**src/rtl/reg_scoreboard.sv**
```systemverilog
// reg_scoreboard: per-register pending-write counters for decode hazard stalls.
// Decode stalls on reads of registers with writes in flight, or when rd's counter is full.
`default_nettype none

module reg_scoreboard #(
    parameter int NREG  = 32,
    parameter int CNT_W = 2,
    parameter int TOT_W = 7
) (
    input  logic             Clock,
    input  logic             Reset,
    input  logic             IssueValid,
    input  logic [4:0]       IssueRs1,
    input  logic [4:0]       IssueRs2,
    input  logic             IssueUsesRs1,
    input  logic             IssueUsesRs2,
    input  logic             IssueWritesRd,
    input  logic [4:0]       IssueRd,
    input  logic             WbValid,
    input  logic [4:0]       WbRd,
    output logic             Stall,
    output logic [NREG-1:0]  Busy,
    output logic [TOT_W-1:0] PendingTotal,
    output logic             Underflow
);

    localparam logic [CNT_W-1:0] CNT_MAX = '1;

    logic [CNT_W-1:0] cnt [NREG];
    logic [TOT_W-1:0] tot;
    logic [NREG-1:0]  busy_vec;
    logic [NREG-1:0]  inc_vec;
    logic [NREG-1:0]  dec_vec;
    logic             hazard_rs1;
    logic             hazard_rs2;
    logic             hazard_rd;
    logic             accept;
    logic             inc_eff;
    logic             dec_eff;
    logic             underflow_evt;

    // x0 is never reported busy, whatever its storage holds.
    always_comb begin
        for (int r = 0; r < NREG; r++) begin
            busy_vec[r] = (r != 0) && (cnt[r] != '0);
        end
    end

    always_comb begin
        hazard_rs1 = IssueUsesRs1 && (IssueRs1 != 5'd0) && busy_vec[IssueRs1];
        hazard_rs2 = IssueUsesRs2 && (IssueRs2 != 5'd0) && busy_vec[IssueRs2];
        hazard_rd  = IssueWritesRd && (IssueRd != 5'd0) && (cnt[IssueRd] == CNT_MAX);
        Stall      = IssueValid && (hazard_rs1 || hazard_rs2 || hazard_rd);
        accept     = IssueValid && !Stall;

        inc_vec = '0;
        if (accept && IssueWritesRd && (IssueRd != 5'd0)) begin
            inc_vec[IssueRd] = 1'b1;
        end
        dec_vec = '0;
        if (WbValid && (WbRd != 5'd0)) begin
            dec_vec[WbRd] = 1'b1;
        end

        // An issue and a writeback to the same register cancel out, even at zero.
        inc_eff       = |(inc_vec & ~dec_vec);
        dec_eff       = |(dec_vec & ~inc_vec & busy_vec);
        underflow_evt = |(dec_vec & ~inc_vec & ~busy_vec);
    end

    always_ff @(posedge Clock) begin
        if (Reset) begin
            for (int r = 0; r < NREG; r++) begin
                cnt[r] <= '0;
            end
            tot       <= '0;
            Underflow <= 1'b0;
        end else begin
            for (int r = 0; r < NREG; r++) begin
                if (inc_vec[r] && !dec_vec[r]) begin
                    cnt[r] <= cnt[r] + 1'b1;
                end else if (dec_vec[r] && !inc_vec[r] && busy_vec[r]) begin
                    cnt[r] <= cnt[r] - 1'b1;
                end
            end
            tot       <= tot + TOT_W'(inc_eff) - TOT_W'(dec_eff);
            Underflow <= Underflow | underflow_evt;
        end
    end

    assign Busy         = busy_vec;
    assign PendingTotal = tot;

endmodule

`default_nettype wire

```
**config.mk**
```make
export PLATFORM = sky130hd
export DESIGN_NAME = reg_scoreboard
export DESIGN_NICKNAME = d
export VERILOG_FILES = /design/src/rtl/reg_scoreboard.sv
export SDC_FILE = /design/constraint.sdc
export NUM_CORES = 1
export LEC_CHECK = 0
export ABC_AREA = 1
export BUFFER_PORTS_ARGS = -buffer_cell sky130_fd_sc_hd__buf_4
export CAP_MARGIN = 15
export CORE_ASPECT_RATIO = 0.75
export CORE_MARGIN = 4
export CORE_UTILIZATION = 26
export DETAILED_ROUTE_END_ITERATION = 7
export PLACE_DENSITY_LB_ADDON = 0.25
export SLEW_MARGIN = 20
export SYNTH_ARGS = -nofsm -noshare
export SYNTH_HDL_FRONTEND = slang
export SYNTH_SLANG_ARGS = --single-unit
```
**constraint.sdc**
```tcl
create_clock -name Clock -period 4.08 [get_ports Clock]
set_input_delay 0 -clock Clock [delete_from_list [all_inputs] [get_ports Clock]]
set_output_delay 0 -clock Clock [all_outputs]
set_load 0.005 [all_outputs]
```
==> summary.md <==
| Metric | Value |
|---|---|
| Status | finished with violations |
| Failing checks | negative setup slack |
| Final wirelength | 30,650 µm |
| Sequential share of power | 33.6% |
| CP required | 4.37 ns |
| Mapped Cells | 1,128 |
| Worst-path clk slew | 0.06 ns |
| NetSw | 0.9703 mW |
| Synth Area per Inst | 6.156 µm² |
| Fin util | 39.12% |
| Synth Area in Compound Gates | 7.405% |
| Total Die Area | 29,410 µm² |
| Max_cap viols | 0 |
| Worst min path class | in2reg |
| Final period utilization | 107.2% |
| Wire per inst | 17.36 µm |
| Port Buf Inserts | 66 |
| Hold_buf cts | 0 |
| CP startpoint kind | flop |
| Total Power | 2.780 mW |
| Area growth, synth to finish | 47.04% |
| Number of synthesized flops with an enable pin | 64 |
| Arr. time, crit path | 4.66 ns |
| Die W | 196.7 µm |
| Setup TNS | -0.8346 ns |
| First-pass GRT wire length | 46,220 µm |
| Pwr/cell area | 272.2 nW/µm² |
| Final Hold Vio Count | 0 |
| RSZ-0062 raised after global routing | true |
| Xor-xnor portion of the synthesized cell area | 0.3784% |
| Seq/Total Area, Yosys | 29.98% |
| Share of cells above drive strength 1 | 29.75% |
| Fin cells | 1,766 |
| Maximum root-to-sink buffer count | 2 |
| WHS Path Cells | 2 |
| Internal | 1.810 mW |
| Pin count of the biggest net entering global routing | 46 |
| Cell count after placement | 1,724 |
| Combinational Power Share | 39.6% |
| Synth Flop Type | edfxtp_1 |
| Grt ovf | 0 |
| Synth Warn # | 0 |
| Worst hold slack | 0.07642 ns |
| Seq cells post-synth | 72 |
| Vias in the first global route | 7,872 |
| Final RePlAce weighted congestion | 0.9763 |
| Initial antenna violation count | 0 |
| P_leak | 5.133 nW |
| Initial Utilization | 26.61% |
| TritonCTS Buffers | 9 |
| Peak VDD IR | 0.3031 mV |
| Htree depth | 3 |
| Critical-path top delay cell | edfxtp_1 |
| Synthesized-area fraction occupied by adder cells | 1.730% |
| Tot GR Track Use | 20.66% |
| Setup violators final | 4 |
| Vias | 8,649 |
| Setup CP Type | reg2reg |
| Worst Skew | 0.006163 ns |
| Final ANT Viol Nets | 0 |
| Reg2Reg Setup Slack | -0.29 ns |
| R2r endpoint | PendingTotal[5]$_SDFF_PP0_ |
| Min Tclk post-route | 4.372 ns |
| Clock share of power | 26.7% |
| Clk sinks | 72 |
| Residual DRC | 0 |
| Final Max Slew Viols | 0 |
| Initial drt markers | 1,009 |
| HP Start | Reset |
| Clock latency at the later pin of the worst-skew pair | 0.36 ns |
| FILL cells | 2,840 |
| Hold Crit Endpoint | PendingTotal[1]$_SDFF_PP0_ |
| CP max FO | 9 |
| Yosys cell types | 36 |
| Hpwl dp | 24,760 µm |
| Ant diodes | 0 |
| Crit end category | flop |
| Post-Syn Area | 6944 µm² |
| Cell Rows | 51 |
| Crit path largest cell delay | 0.43 ns |
| Switching part of the total | 34.90% |
| Worst Reg-to-Reg Cells | 33 |
| Most used cell, CP | nand2_1 |
| Setup slack after layout | -0.2920 ns |
| Initial DRT Pass Iterations | 6 |
| Simple-gate portion of the synthesized area | 49.69% |
| Slew @ Worst Pin | 0.6415 ns |
| CTS tree | built |
| Fmax | 228.7 MHz |
| Largest family of logic cells by synthesized area | simple AND/OR/NAND/NOR gates |
| Slew margin rel. | 57.17% |
| FF-to-FF Start | cnt[23][1]$_SDFFCE_PP0P_ |
| Core footprint | 26,100 µm² |
| Average vias per placed instance | 4.898 |
| Die Ht | 149.5 µm |
| Root Driver | clkbuf_16 |
| Final nets | 1,453 |
| Async SR Flop Fraction | 0% |
| Ports | 68 |
| Post-synthesis mux area share | 0% |
-- flip-flops by register name, summed over array words and instances, names as in the netlist --
signal	flops
PendingTotal	7
cnt	64
Underflow	1
-- Yosys cell counts (4+ instances only) --
cell	instances	share of area (%)
buf_2	12	0.86
nand3b_1	8	0.86
or2_1	16	1.4
o211ai_1	7	0.76
nand4_1	56	5.0
or2_2	27	2.4
buf_4	5	0.54
inv_1	137	7.4
a21oi_1	25	1.8
ha_1	8	1.4
dfxtp_1	8	2.3
edfxtp_1	64	28
nor3_1	17	1.2
nand4_2	7	1.3
a211oi_1	12	1.3
o21ai_0	38	2.7
clkbuf_1	12	0.65
nand2_1	346	19
a21oi_2	4	0.50
buf_6	6	0.97
nand3_1	128	9.2
nor2_1	166	9.0
-- area by class of cell --
class	instances	area [µm²]	area share, %
multi-input combinational	880	4345	42.56
timing repair buffer	312	2555	25.02
sequential	72	2082	20.39
inverter	142	535.5	5.244
tap	344	430.4	4.215
clock buffer	15	257.7	2.524
clock inverter	1	5.005	0.04901
-- routing by layer --
layer	share of wire, %	vias up	GRT usage, %
met5	0	-	0
li1	-	4288	-
met2	39	338	28.22
met4	1.9	0	5.059
met1	50	3981	32.03
met3	9.1	42	5.177
-- layout by cell type (no fill, tap or decap), types with 5 or more instances in the layout --
cell type / netlist / routed
nor3_1: 17 / 17
o211ai_1: 7 / 7
edfxtp_1: 64 / 64
ha_1: 8 / 5
dfxtp_1: 8 / 8
nand3_2: 0 / 11
nand3_1: 128 / 117
nor2_2: 0 / 12
or2_2: 27 / 27
inv_2: 3 / 7
buf_6: 6 / 6
a21oi_1: 25 / 22
or2_1: 16 / 14
buf_12: 0 / 11
nand4_2: 7 / 7
buf_4: 5 / 291
o21ai_0: 38 / 34
nand4_1: 56 / 56
clkbuf_1: 12 / 5
a211oi_1: 12 / 12
clkbuf_16: 0 / 10
nand2_1: 346 / 332
inv_1: 137 / 133
nand2_2: 1 / 14
a21oi_2: 4 / 7
nor2_1: 166 / 151
nand3b_1: 8 / 8
-- worst max-delay path by stage --
stage                                   startpoint                         end  depth (start not counted)
after floorplan               cnt[17][0]$_DFFE_PP_  PendingTotal[6]$_SDFF_PP0_                         33
after global placement     cnt[1][0]$_SDFFCE_PN0P_  PendingTotal[6]$_SDFF_PP0_                         33
after detailed placement   cnt[1][0]$_SDFFCE_PN0P_  PendingTotal[6]$_SDFF_PP0_                         33
after CTS                  cnt[6][0]$_SDFFCE_PN0P_  PendingTotal[6]$_SDFF_PP0_                         31
after global routing       cnt[1][0]$_SDFFCE_PN0P_  PendingTotal[6]$_SDFF_PP0_                         33
final                     cnt[23][1]$_SDFFCE_PP0P_  PendingTotal[5]$_SDFF_PP0_                         33
-- cells by family after synthesis --
family                     Yosys count
adders and majority gates            9
AOI/OAI and AO/OA                   89
and+or+nand+nor                    776
buffers and inverters              178
DFF                                 72
xor gates and xnor gates             3
other                                1
-- per-stage QoR --
step | setup slack, ns | area [µm²]
global route | -0.6748 | 10210
global placement | -0.7119 | 9418
detailed placement | -0.6508 | 9418
finish | -0.2920 | 10210
CTS | -0.2284 | 9927
floorplan | 0.2132 | 6952
-- timing repair --
| item | CTS | global route |
|---|---|---|
| endpoints found under the setup margin | 5 | 6 |
| gates resized for setup | 38 | 48 |
| pin swaps | 28 | 30 |
| gates cloned | 2 | 1 |
| setup buffers | 12 | 11 |
-- worst max-delay path, delay by kind of cell (launching register included) --
family / cells / cell delay, ns
DFF: 1 / 0.43
adders and majority gates: 2 / 0.42
AOI/OAI and AO/OA: 4 / 0.52
and+or+nand+nor: 20 / 2.23
buffers and inverters: 7 / 0.69
-- power groups by stage --
stage,clock [mW],combinational (mW),sequential (mW)
2_1_floorplan,0,0.466,0.938
3_3_place_gp,0,0.901,0.947
3_5_place_dp,0,0.900,0.948
4_1_cts,0.770,0.976,0.934
5_1_grt,0.802,1.22,0.945
6_report,0.743,1.10,0.935
No activity file was read; power rests on OpenSTA's default activity.
